$ cat src/rtl/fifo_wr_arbiter.sv
// fifo_wr_arbiter: round-robin burst arbiter sharing one FIFO write port among NUM_REQ requesters
module fifo_wr_arbiter #(
    parameter int NUM_REQ    = 4,
    parameter int data_width = 8,
    parameter int MAX_BURST  = 4
) (
    input  logic                            wclk,
    input  logic                            w_rst_n,
    input  logic [NUM_REQ-1:0]              req,
    input  logic [NUM_REQ*data_width-1:0]   req_data,
    input  logic                            full,
    output logic [NUM_REQ-1:0]              ack,
    output logic [NUM_REQ-1:0]              grant,
    output logic                            w_en,
    output logic [data_width-1:0]           data_in,
    output logic                            busy
);
    localparam int BW = MAX_BURST > 1 ? $clog2(MAX_BURST) : 1;
    localparam int OW = $clog2(NUM_REQ);
    typedef enum logic {IDLE, OWN} state_t;
    state_t        state;
    logic [BW-1:0] beat_cnt;
    logic [OW-1:0] last_owner;
    logic [OW-1:0] winner;
    logic          xfer;
    // last_owner doubles as the current owner index while in OWN
    always_comb begin
        winner = '0;
        for (int k = NUM_REQ; k >= 1; k--) begin
            if (req[(int'(last_owner) + k) % NUM_REQ]) winner = OW'((int'(last_owner) + k) % NUM_REQ);
        end
    end
    always_comb begin
        xfer    = w_rst_n && state == OWN && req[last_owner] && !full;
        w_en    = xfer;
        ack     = grant & {NUM_REQ{xfer}};
        busy    = state == OWN;
        data_in = state == OWN ? req_data[int'(last_owner)*data_width +: data_width] : '0;
    end
    always_ff @(posedge wclk) begin
        if (!w_rst_n) begin
            state      <= IDLE;
            grant      <= '0;
            beat_cnt   <= '0;
            last_owner <= OW'(NUM_REQ - 1);
        end else if (state == IDLE) begin
            if (|req) begin
                state      <= OWN;
                grant      <= NUM_REQ'(1) << winner;
                last_owner <= winner;
                beat_cnt   <= '0;
            end
        end else if (!req[last_owner] || (!full && beat_cnt == BW'(MAX_BURST - 1))) begin
            state <= IDLE;
            grant <= '0;
        end else if (!full) begin
            beat_cnt <= beat_cnt + 1'b1;
        end
    end
endmodule

$ cat config.mk
export PLATFORM = sky130hd
export DESIGN_NAME = fifo_wr_arbiter
export DESIGN_NICKNAME = d
export VERILOG_FILES = /design/src/rtl/fifo_wr_arbiter.sv
export SDC_FILE = /design/constraint.sdc
export NUM_CORES = 1
export LEC_CHECK = 0
export CAP_MARGIN = 20
export CELL_PAD_IN_SITES_DETAIL_PLACEMENT = 1
export CELL_PAD_IN_SITES_GLOBAL_PLACEMENT = 1
export CORE_AREA = 2 2 65 67
export CTS_CLUSTER_SIZE = 30
export DETAILED_ROUTE_END_ITERATION = 8
export DIE_AREA = 0 0 67 69
export PLACE_DENSITY = 0.79
export SLEW_MARGIN = 20
export SYNTH_ARGS = -nofsm -noshare
export SYNTH_HDL_FRONTEND = slang
export SYNTH_SLANG_ARGS = --single-unit
$ cat constraint.sdc
create_clock -name wclk -period 1.9 [get_ports wclk]
set_input_delay 0.57 -clock wclk [delete_from_list [all_inputs] [get_ports wclk]]
set_output_delay 0.57 -clock wclk [all_outputs]
set_load 0.03 [all_outputs]
# Yosys cells after proc, flatten, opt, wreduce, memory -nomap -nowiden
# Cells that the tools add are included.
# Widths: inputs -> output; s select.
dict set report totals {
  reg_bits 9
  input_bits 39
  out_inout_bits 18
  word_cells 71
}
dict set report classes {
  addsub 5
  n_lt_le_gt_ge 5
  eq_ne 4
  n_shift 2
  mux 29
  n_bitwise 6
  reduce_logical 16
}
# cell count
set ops {}
lappend ops {{$shiftx 32x6->8} 1}
lappend ops {{$lt 3x4->1 const B} 4}
lappend ops {{$mux 2} 8}
lappend ops {{$mux 1} 12}
lappend ops {{$mux 4} 3}
lappend ops {{$bmux 1 s2} 5}
lappend ops {{$mux 8} 1}
lappend ops {{$reduce_or 2->1} 4}
lappend ops {{$add 2x1->2 const B} 3}
lappend ops {{$add 2x2->2 const B} 2}
lappend ops {{$and 1x1->1 const A} 4}
lappend ops {{$and 4x4->4} 1}
lappend ops {{$logic_and 1x1->1} 4}
lappend ops {{$ne 2x2->1 const B} 2}
lappend ops {{$reduce_and 2->1} 2}
lappend ops {{$reduce_or 4->1} 1}
lappend ops {{$shl 1x2->4 const A} 1}
lappend ops {{$lt 2x3->1 const B} 1}
lappend ops {{$reduce_and 3->1} 1}
lappend ops {{$eq 2x2->1 const B} 1}
lappend ops {{$logic_not 1->1} 2}
lappend ops {{$ne 2x1->1 const B} 1}
lappend ops {{$reduce_bool 2->1} 1}
lappend ops {{$logic_or 1x1->1} 1}
lappend ops {{$not 1->1} 1}

# Depth between registers and ports, before layout
dict set report depth {
  word_depth 13
  ltp_mapped 5
  mapped_depth_nobuf 5
}

# Worst setup path before layout
# Ideal clock, no wire load.
dict set report synth_path {
  path_kind {input-to-output}
  start {in req[1]}
  end {out ack[0]}
  arrival_time_ps 1832
  required_ps 1330
  path_slack_ps -502
  path_stages 4
  n_path_buf 0
  path_cell_list {mux4_2 -> nand2_2 -> nor3b_2 -> and2_1}
}
dict set report synth_between {
  elab_chain_cells 5
}
# element line_no
set synth_lines {}
lappend synth_lines {{start, declared} 9} ;# input logic [NUM_REQ-1:0] req,
lappend synth_lines {{$bmux 1 s2} 34} ;# xfer = w_rst_n && state == OWN && req[last_owner] && !full;
lappend synth_lines {{$mux 1 (implied by the code)} 34}
lappend synth_lines {{$logic_and 1x1->1 (2 in series)} 34}
lappend synth_lines {{net w_en} 14} ;# output logic w_en,
lappend synth_lines {{$and 4x4->4} 36} ;# ack = grant & {NUM_REQ{xfer}};
lappend synth_lines {{end, declared} 12} ;# output logic [NUM_REQ-1:0] ack,
# The timed path passes the listed nets, and every way through them passes these cells. The select of a mux whose other input is x is not followed.

# Worst setup path after layout
dict set report layout_path {
  start {in req_data[24]}
  end {out data_in[0]}
}
dict set report layout_between {
  elab_chain_cells 2
}
# element line_no
set layout_lines {}
lappend layout_lines {{start, declared} 10} ;# input logic [NUM_REQ*data_width-1:0] req_data,
lappend layout_lines {{$shiftx 32x6->8} 38} ;# data_in = state == OWN ? req_data[int'(last_owner)*data_width +: data_width] : '0;
lappend layout_lines {{$mux 8} 38}
lappend layout_lines {{end, declared} 15} ;# output logic [data_width-1:0] data_in,
# Every way passes these cells.

==> flow_summary_export.csv <==
group,metric,value,unit
run_status,status,"finished with violations",
run_status,failed_checks,"setup timing",
pwr,p_sw,306,uW
grt,antenna_found_initial,0,
finish,final_common_cell,"clkdlybuf4s50_1",
finish,drive_above_1_share,36.7,%
placement,hpwlAfterDp,2540,um
sta,hold_slack,0.487,ns
floorplan,ios,57,
logic_synthesis,synth_warnings,0,
floorplan,die_w,67,um
sta,finalCritPeriodShare,122,%
sta,clock_skew,0.00625,ns
finish,multiInputGateArea,607,um^2
grt,grt_usage,14.0,%
sta,fmax,0.433,GHz
pwr,combPwrFrac,52.0,%
logic_synthesis,ys_types,29,
floorplan,initial_core_util,20.2,%
logic_synthesis,yosys.area.top_type,"mux4_2",
logic_synthesis,synth_nets,121,
clocking,cts_tree,"yes",
logic_synthesis,synth_area_leaders,"mux4_2 (26%), dfxtp_1 (23%), and2_1 (11%)",
clocking,cts.clk_slew.worst_paths,0.04,ns
finish,syn2layout_area_growth,112,%
grt,grt_max_degree,13,
placement,gp_congestion,0.824,
pwr,seq_power_share,23.6,%
routing,wire_per_inst,15.4,um
sta,rsz0062_at_grt,"true",
finish,regArea,184,um^2
logic_synthesis,synth_area,792,um^2
grt,grt_pass1_vias,1118,
pwr,internal-power,644,uW
finish,nFillCells,441,
worst_setup_path,crit_chain,"clkdlybuf4s50_1 > mux4_2 > and2_1 > buf_6",
finish,design_area,1680,um^2
placement,dp_cells,200,
pwr,sw_frac_of_total,32.2,%
sta,worst_pin_slew,0.460,ns
logic_synthesis,yosysTopAreaCellShare,25.6,%
logic_synthesis,avgSynthCellArea,9.78,um^2
finish,num-nets-final,199,
clocking,max-clock-path-buffers,2,
clocking,numCtsBuffers,3,
finish,layoutNonFillerInstCount,208,
placement,io_buffers,56,
worst_setup_path,start_kind,"input port",
grt,grt_pass1_wl,5120,um
sta,setup_viol,13,
finish,final_util,42.9,%
pwr,ir_drop,0.144,mV
finish,n_antenna_cell,0,
clocking,clk_latency,0.24,ns
job,drv_cap,0,
worst_setup_path,max_stage_delay,0.46,ns
grt,grt-ovfl-total,0,
sta,fin_ws,-0.409,ns
routing,ant_nets,0,
pwr,p_leak,0.732,nW
worst_setup_path,critPathKind,"in2out",
finish,final_cell_mix,"clkdlybuf4s50_1 (30), buf_4 (20), buf_6 (14), mux4_2 (9)",
routing,wirelength,3200,um
routing,viasPerCell,4.75,
logic_synthesis,netlist_instances,81,
floorplan,dieArea,4620,um^2
routing,vias,989,
clocking,clkSinkCount,9,
worst_setup_path,end_kind,"output pin",
floorplan,coreArea,3910,um^2
routing,route.detailed.drc,0,
clocking,cts_root_buf,"clkbuf_8",
sta,slew_headroom,69.1,%
clocking,htree_levels,1,
logic_synthesis,yosysSeqAreaShare,22.7,%
sta,final_hold_viol_count,0,
worst_setup_path,cp_slowest_cell,"mux4_2",
floorplan,die_h,69,um
floorplan,rows,23,
placement,dp_slack,-0.873,ns
logic_synthesis,ys_seq_elements,9,
min_path,hold_class,"reg2reg",
sta,layout_min_cycle_time,2.31,ns
placement,place_area,1550,um^2
routing,drtIter0Drc,14,
pwr,power-per-cell-area,565,nW/um^2
routing,dr.pass1.iters,2,
worst_setup_path,worstPathRequired,1.33,ns
pwr,clockPowerShare,24.4,%
worst_setup_path,critical_path_arrival,1.74,ns
worst_setup_path,crit_path_max_fanout,1,
sta,final_max_slew_viol_count,0,
cell usage after synthesis (all sizes together):
master,count
nor2b,1
nor2,5
and3,1
o21ai,4
inv,1
nand3,3
o21a,1
o32ai,1
a21boi,1
nand2,4
a21o,1
nand2b,4
ha,1
o22a,3
or4,1
and2,14
buf,3
nor3b,1
mux2i,3
nand3b,2
mux4,9
dfxtp,9
o22ai,2
nor4,1
a31oi,1
a32o,2
clkbuf,2
kinds of logic after synthesis:
kind of cell,Yosys count,share of synthesized area [%]
and+or+nand+nor,37,28.3
muxes,12,29.4
AOI/OAI and AO/OA,16,14.7
adders and majority gates,1,1.58
DFF,9,22.7
buffers and inverters,6,3.32
final timing paths:
| kind | startpoint | end | slack [ns] | cells after the start |
|---|---|---|---|---|
| max reg2reg | last_owner[0] | beat_cnt[1] | 0.17 | 7 |
| max | req_data[24] | data_in[0] | -0.41 | 4 |
| min | grant[0] | grant[0] | 0.49 | 2 |
| min reg2reg | grant[0] | grant[0] | 0.49 | 2 |
power by group through the flow:
| stage | registers [mW] | clock network, mW | logic, mW |
|---|---|---|---|
| 2_1_floorplan | 0.241 | 0 | 0.218 |
| 3_3_place_gp | 0.227 | 0 | 0.455 |
| 3_5_place_dp | 0.228 | 0 | 0.468 |
| 4_1_cts | 0.226 | 0.234 | 0.493 |
| 5_1_grt | 0.227 | 0.247 | 0.527 |
| 6_report | 0.224 | 0.232 | 0.493 |
timing repair:
item,CTS,global route
gates resized for setup,80,5
hold buffers,0,0
setup endpoints to repair,20,13
setup buffers,3,1
pin swaps,5,5
sequential cells by signal, summed over array words and instances (netlist names):
signal and count:
grant 4, beat_cnt 2, last_owner 2, busy 1
layer usage:
layer	global-route usage [%]	share of wire (%)	routed length [um]	up-vias
met3	3.75	9.3	297	2
met4	2.72	0.25	8	0
met1	14.4	37	1200	475
met2	27.2	53	1700	48
met5	0	0	0	-
li1	-	-	-	464
area by class of cell:
class | instances | share of cell area (%)
repair buffers | 78 | 46.3
multi-input cells | 66 | 36.1
flip-flops and latches | 9 | 11.0
well taps | 50 | 3.73
clock buffers | 4 | 2.68
inverters | 1 | 0.224
per-stage QoR:
stage / total power [mW] / TNS (ns)
floorplan: 0.459 / -1.16
global placement: 0.682 / -12.31
detailed placement: 0.696 / -12.95
CTS: 0.954 / -5.25
global route: 1.00 / -5.72
finish: 0.949 / -5.01
critical path: cells and delay by family:
kind / cells / cell delay [ns]
muxes: 1 / 0.46
buffers and inverters: 2 / 0.53
and+or+nand+nor: 1 / 0.18
Note: power is estimated with default switching activity, not from simulation.
==> edit 1: new RTL, config.mk and constraints unchanged <==
The parameter `NUM_REQ` goes from 4 to 2.
--- a/src/rtl/fifo_wr_arbiter.sv
+++ b/src/rtl/fifo_wr_arbiter.sv
@@ -2,3 +2,3 @@
 module fifo_wr_arbiter #(
-    parameter int NUM_REQ    = 4,
+    parameter int NUM_REQ    = 2,
     parameter int data_width = 8,
Interface: changed (resized ack, grant, req and req_data); port bits go from 57 to 35. No check against the original RTL was run, so the function may have changed too.
==> edit 1 against the original RTL <==
  * The run still ends with setup timing left
  * Sequential share of layout area rose by 1.8 points
  * Power down 43%
  * Wire length fell by 45%
  * Sequential cell count shrank 3
  * First-iteration DRC count shrank 64%
  * Die area is the same
  * Area after synthesis down 41%
  * Synthesized cell count fell by 30%
  * Setup slack improved by 0.28 ns
  * Count of clock-buffer cells in the layout shrank 1
  * Register-to-register slack better by 0.37 ns
  * Final area down 44%
  * Core utilization is 19 points lower
==> edit 1: results (changes against the original RTL) <==
The number of buffers added on ports is 34 (was 56). The setup slack on the worst flop-to-flop path was 0.54 ns (was 0.17 ns). The distinct cell type count after synthesis was 23 (was 29); the routed wirelength normalized by instance count was 11.74 um (was 15.40 um). For the half-perimeter wire length of the detailed placement result, the log shows 1406 um (was 2538 um). The wire length of the first global-routing pass was 2973 um (was 5119 um).

Violated checks: setup timing (unchanged). Top area cells in the synthesized netlist: sky130_fd_sc_hd__dfxtp_1, sky130_fd_sc_hd__mux2i_1, sky130_fd_sc_hd__nor2b_1 (was sky130_fd_sc_hd__mux4_2, sky130_fd_sc_hd__dfxtp_1, sky130_fd_sc_hd__and2_1). The logs give 3 (was 2) for the first-pass iteration count of the detailed router and 482 (was 441) for the number of filler cells placed in the layout. Final clock skew: 0.005238 ns (was 0.006250 ns). Final count of negative-setup-slack endpoints: 3 (was 13).

The logic depth of the worst register-to-register path was 5 (was 7); the via density per instance was 3.893 (was 4.755). The final setup slack of the worst path was -0.1283 ns (was -0.4092 ns); the arrival time at the worst endpoint was 1.46 ns (was 1.74 ns). Routability congestion estimate: 0.6503 (was 0.8239). Largest driver fanout on the critical path: 3 (was 1).

The fraction of final layout cells sized beyond drive strength 1 is 0.2828 (was 0.3671), and the maximum number of pins on one net before global-route repair is 14 (was 13). The tools report the worst min-delay path startpoint as beat_cnt[1] (was grant[0]). The logs give 5 (was 14) for the iteration-0 DRC count of the detailed router and -0.4968 ns (was -0.8733 ns) for the minimum setup slack after placement.

The synthesized netlist net count came out at 79 (was 121). The tools report the launching point of the worst reg2reg path as last_owner (was last_owner[0]). Reg-to-reg endpoint: beat_cnt[0] (was beat_cnt[1]). The run gives 645 (was 1118) as the number of global-route vias before repair.

The area after detailed placement is 883.3 sq um (was 0.001554 sq mm). The flow ran to the end, but the final reports show violations. For the internal portion of total power, the log shows 368.7 uW (was 643.5 uW). The worst hold path endpoint is beat_cnt[1] (was grant[0]). The footprint of the flip-flops and latches came out at 120.1 sq um (was 183.9 sq um). Biggest registers after layout: beat_cnt x2, grant x2 (was grant x4, beat_cnt x2, last_owner x2). The tools report the share of the yosys chip area belonging to registers as 0.2553 (was 0.2275).
## edit 1: changes by cell type after synthesis, sizes merged, moves of 7 or more
| cell | delta |
|---|---|
| and2 | -13 |
| mux2i | +7 |
| mux4 | -9 |
| nor2b | +8 |
## edit 1: power groups by stage
stage | Clock [uW] | Combinational [uW] | Sequential (uW)
finish | 204 | 194 | 142
floorplan | 0 | 91.7 | 152
detailed placement | 0 | 204 | 144
global placement | 0 | 197 | 143
CTS | 205 | 197 | 142
global route | 208 | 211 | 144
## edit 1: worst max-delay path by stage
stage	startpoint	endpoint	depth (start not counted)
final	req[0]	ack[1]	5
after global routing	req[0]	ack[1]	5
after CTS	req[0]	ack[0]	5
after detailed placement	req[0]	ack[1]	5
after global placement	req[0]	ack[0]	5
after floorplan	busy	data_in[0]	2
## edit 1: worst max-delay path, cell delays in order
cell and delay, ns:
sky130_fd_sc_hd__buf_6 0.09, sky130_fd_sc_hd__mux2_4 0.27, sky130_fd_sc_hd__and3b_1 0.20, sky130_fd_sc_hd__and3_4 0.19
sky130_fd_sc_hd__buf_6 0.13
## edit 1: routing by layer
layer / routed length (um) / global-route usage
met5: 0 / 0
met4: 30 / 0.03401
met3: 109 / 0.02773
met2: 989 / 0.1584
met1: 620 / 0.08540
## edit 1: kinds of logic after synthesis
group,count (synthesis),share of synthesized area
mux,11,0.2447
simple gates,24,0.2979
compound gates,9,0.1250
fa+ha+maj,1,0.02659
buf+inv,6,0.05053
flops,6,0.2553
## edit 1: layout make-up
| type | instances | share of cell area |
|---|---|---|
| multi-input cells | 45 | 0.3541 |
| well taps | 50 | 0.06631 |
| inverters | 3 | 0.01194 |
| repair buffers | 42 | 0.3966 |
| clock buffers | 3 | 0.04377 |
| flip-flops and latches | 6 | 0.1273 |
## edit 1: timing repair
item / in CTS / in global routing
pin swaps: 2 / 0
cloned: 0 / 0
endpoints found under the setup margin: 11 / 7
buffers inserted: 1 / 0
gates resized for setup: 32 / 4
## edit 1: metrics by stage
step	instances	power, uW
4_1_cts	149	544.1
3_5_place_dp	145	347.6
2_1_floorplan	57	244.0
5_1_grt	149	563.0
3_3_place_gp	145	340.3
6_report	149	540.0
==> edit 2: new RTL, same settings <==
Made on the original files. Make the reset (`w_rst_n`) asynchronous in one clocked block.
--- a/src/rtl/fifo_wr_arbiter.sv
+++ b/src/rtl/fifo_wr_arbiter.sv
@@ -39,3 +39,3 @@
     end
-    always_ff @(posedge wclk) begin
+    always_ff @(posedge wclk or negedge w_rst_n) begin
         if (!w_rst_n) begin
Behaviour: differs if w_rst_n is asserted again (counterexample within 4 cycles, from zero or initial values and one cycle with w_rst_n low); with w_rst_n held inactive, the same outputs for 4 cycles.
==> edit 2 against the original RTL <==
  * The run still ends with setup timing left
  * Hold slack better by 0.022 ns
  * Setup slack worse by 0.13 ns
  * Core utilization shrank 0.74 points
  * Wire length is 1.5% lower
  * Final area fell by 1.7%
  * Area after synthesis is 1.6% higher
  * Sequential cell count did not move
  * Global-route usage increased by 0.59 points
Power is not compared: it rests on default switching activity, and its combinational part moved more than twofold at a synthesized area within 25%.
==> edit 2: results (changes against the original RTL) <==
Largest driver fanout on the critical path: 5 (was 1). The run finished, with violations left. The final setup slack of the worst path came out at -0.5352 ns (was -0.4092 ns). The count of vias placed by the detailed router is 911 (was 989). The instance count after placement with tap cells included is 192 (was 200). The run gives 4 (was 2) as the first-pass iteration count of the detailed router.

The logs give 0.5089 ns (was 0.4871 ns) for the hold slack and 0.0006047 ns (was 0.006250 ns) for the final clock skew. The tools report the iteration-0 DRC count of the detailed router as 8 (was 14). The maximum number of pins on one net before global-route repair was 14 (was 13).

The hold-critical path depth came out at 1 (was 2). The leakage power figure came out at 0.0007249 uW. The logs give 0.7926 (was 0.8239) for the routability congestion estimate and -1.165 ns (was -0.8733 ns) for the minimum setup slack after placement. The met2 wirelength from detailed routing is 1873 um (was 1702 um). Prevailing post-synth register cell: sky130_fd_sc_hd__dfrtp_1 (was sky130_fd_sc_hd__dfxtp_1). The number of buffers added on ports was 56 (unchanged). For the sum of met3 wire segment lengths after detailed routing, the log shows 117 um (was 297 um). The async set-reset flop share out of synthesis came out at 1.000 (was 0).

The launching point of the worst reg2reg path is last_owner[0] (unchanged). The summed negative setup slack over all endpoints is -6.427 ns (was -5.012 ns), and the arrival time at the worst endpoint is 1.87 ns (was 1.74 ns). The logs give 0.1460 (was 0.1401) for the global routing usage summed across all routing layers and 19 (was 13) for the final count of negative-setup-slack endpoints. Violated checks: setup timing (unchanged). The number of global-route vias before repair is 1056 (was 1118), and the share of the yosys chip area belonging to registers is 0.2830 (was 0.2275).

The area after detailed placement came out at 0.001544 sq mm (was 0.001554 sq mm). Cell with the most instances after synthesis: sky130_fd_sc_hd__and2_1 (unchanged). Most frequent cells after synthesis: sky130_fd_sc_hd__and2_1, sky130_fd_sc_hd__mux4_2, sky130_fd_sc_hd__dfrtp_1, sky130_fd_sc_hd__nor2_1, sky130_fd_sc_hd__o21ai_0 (was sky130_fd_sc_hd__and2_1, sky130_fd_sc_hd__dfxtp_1, sky130_fd_sc_hd__mux4_2, sky130_fd_sc_hd__nor2_1, sky130_fd_sc_hd__nand2b_1).

Top area cells in the synthesized netlist: sky130_fd_sc_hd__mux4_2, sky130_fd_sc_hd__dfrtp_1, sky130_fd_sc_hd__and2_1 (was sky130_fd_sc_hd__mux4_2, sky130_fd_sc_hd__dfxtp_1, sky130_fd_sc_hd__and2_1). The tools report the total wire length as 3157 um (was 3204 um). The wire length of the first global-routing pass was 5202 um (was 5119 um).

The tools report the half-perimeter wire length of the detailed placement result as 2672 um (was 2538 um). The worst min-delay path startpoint is grant[1] (was grant[0]). The cell count after synthesis is 74 (was 81), and the distinct cell type count after synthesis is 32 (was 29).
## edit 2: worst max-delay path by stage
| stage | slack, ns | depth (start not counted) | to | from |
|---|---|---|---|---|
| CTS | -0.55 | 4 | ack[1] | last_owner[0] |
| finish | -0.54 | 4 | ack[1] | last_owner[0] |
| global placement | -1.14 | 5 | ack[2] | req[2] |
| global route | -0.58 | 4 | ack[2] | last_owner[0] |
| floorplan | -0.21 | 3 | ack[0] | last_owner[0] |
| detailed placement | -1.17 | 5 | ack[1] | req[1] |
## edit 2: critical path, cell delays in order (launching register included)
cell                      delay (ns)
sky130_fd_sc_hd__dfstp_2        0.59
sky130_fd_sc_hd__mux4_2         0.55
sky130_fd_sc_hd__and4b_4        0.22
sky130_fd_sc_hd__and2_4         0.14
sky130_fd_sc_hd__buf_6          0.13
## edit 2: layout make-up
type	instances	area, sq um
flip-flops and latches	9	227.7
well taps	50	62.56
fillers	464	2263
repair buffers	74	705.7
clock buffers	4	45.04
multi-input cells	58	598.1
inverters	3	11.26
## edit 2: repair_timing
item,in CTS,in global routing
pin swaps,12,1
hold endpoints to repair,0,0
setup buffers,1,1
resized for setup,109,3
setup endpoints to repair,18,19
## edit 2: layer usage
layer  vias to the layer above  track usage
met3                         7      0.02284
li1                        427            -
met4                         0      0.04535
met1                       451       0.1534
met2                        26       0.2827
met5                         -            0
## edit 2: logic make-up after synthesis
| logic type | after synthesis | synth area share |
|---|---|---|
| compound gates | 17 | 0.1524 |
| flops | 9 | 0.2831 |
| simple gates | 28 | 0.2162 |
| xor+xnor | 1 | 0.01089 |
| buf+inv | 7 | 0.04042 |
| fa+ha+maj | 1 | 0.01555 |
| mux | 11 | 0.2815 |
## edit 2: power by group
group,internal (uW),switching (uW)
clock,146,71.6
combinational,949,853
sequential,296,88.5
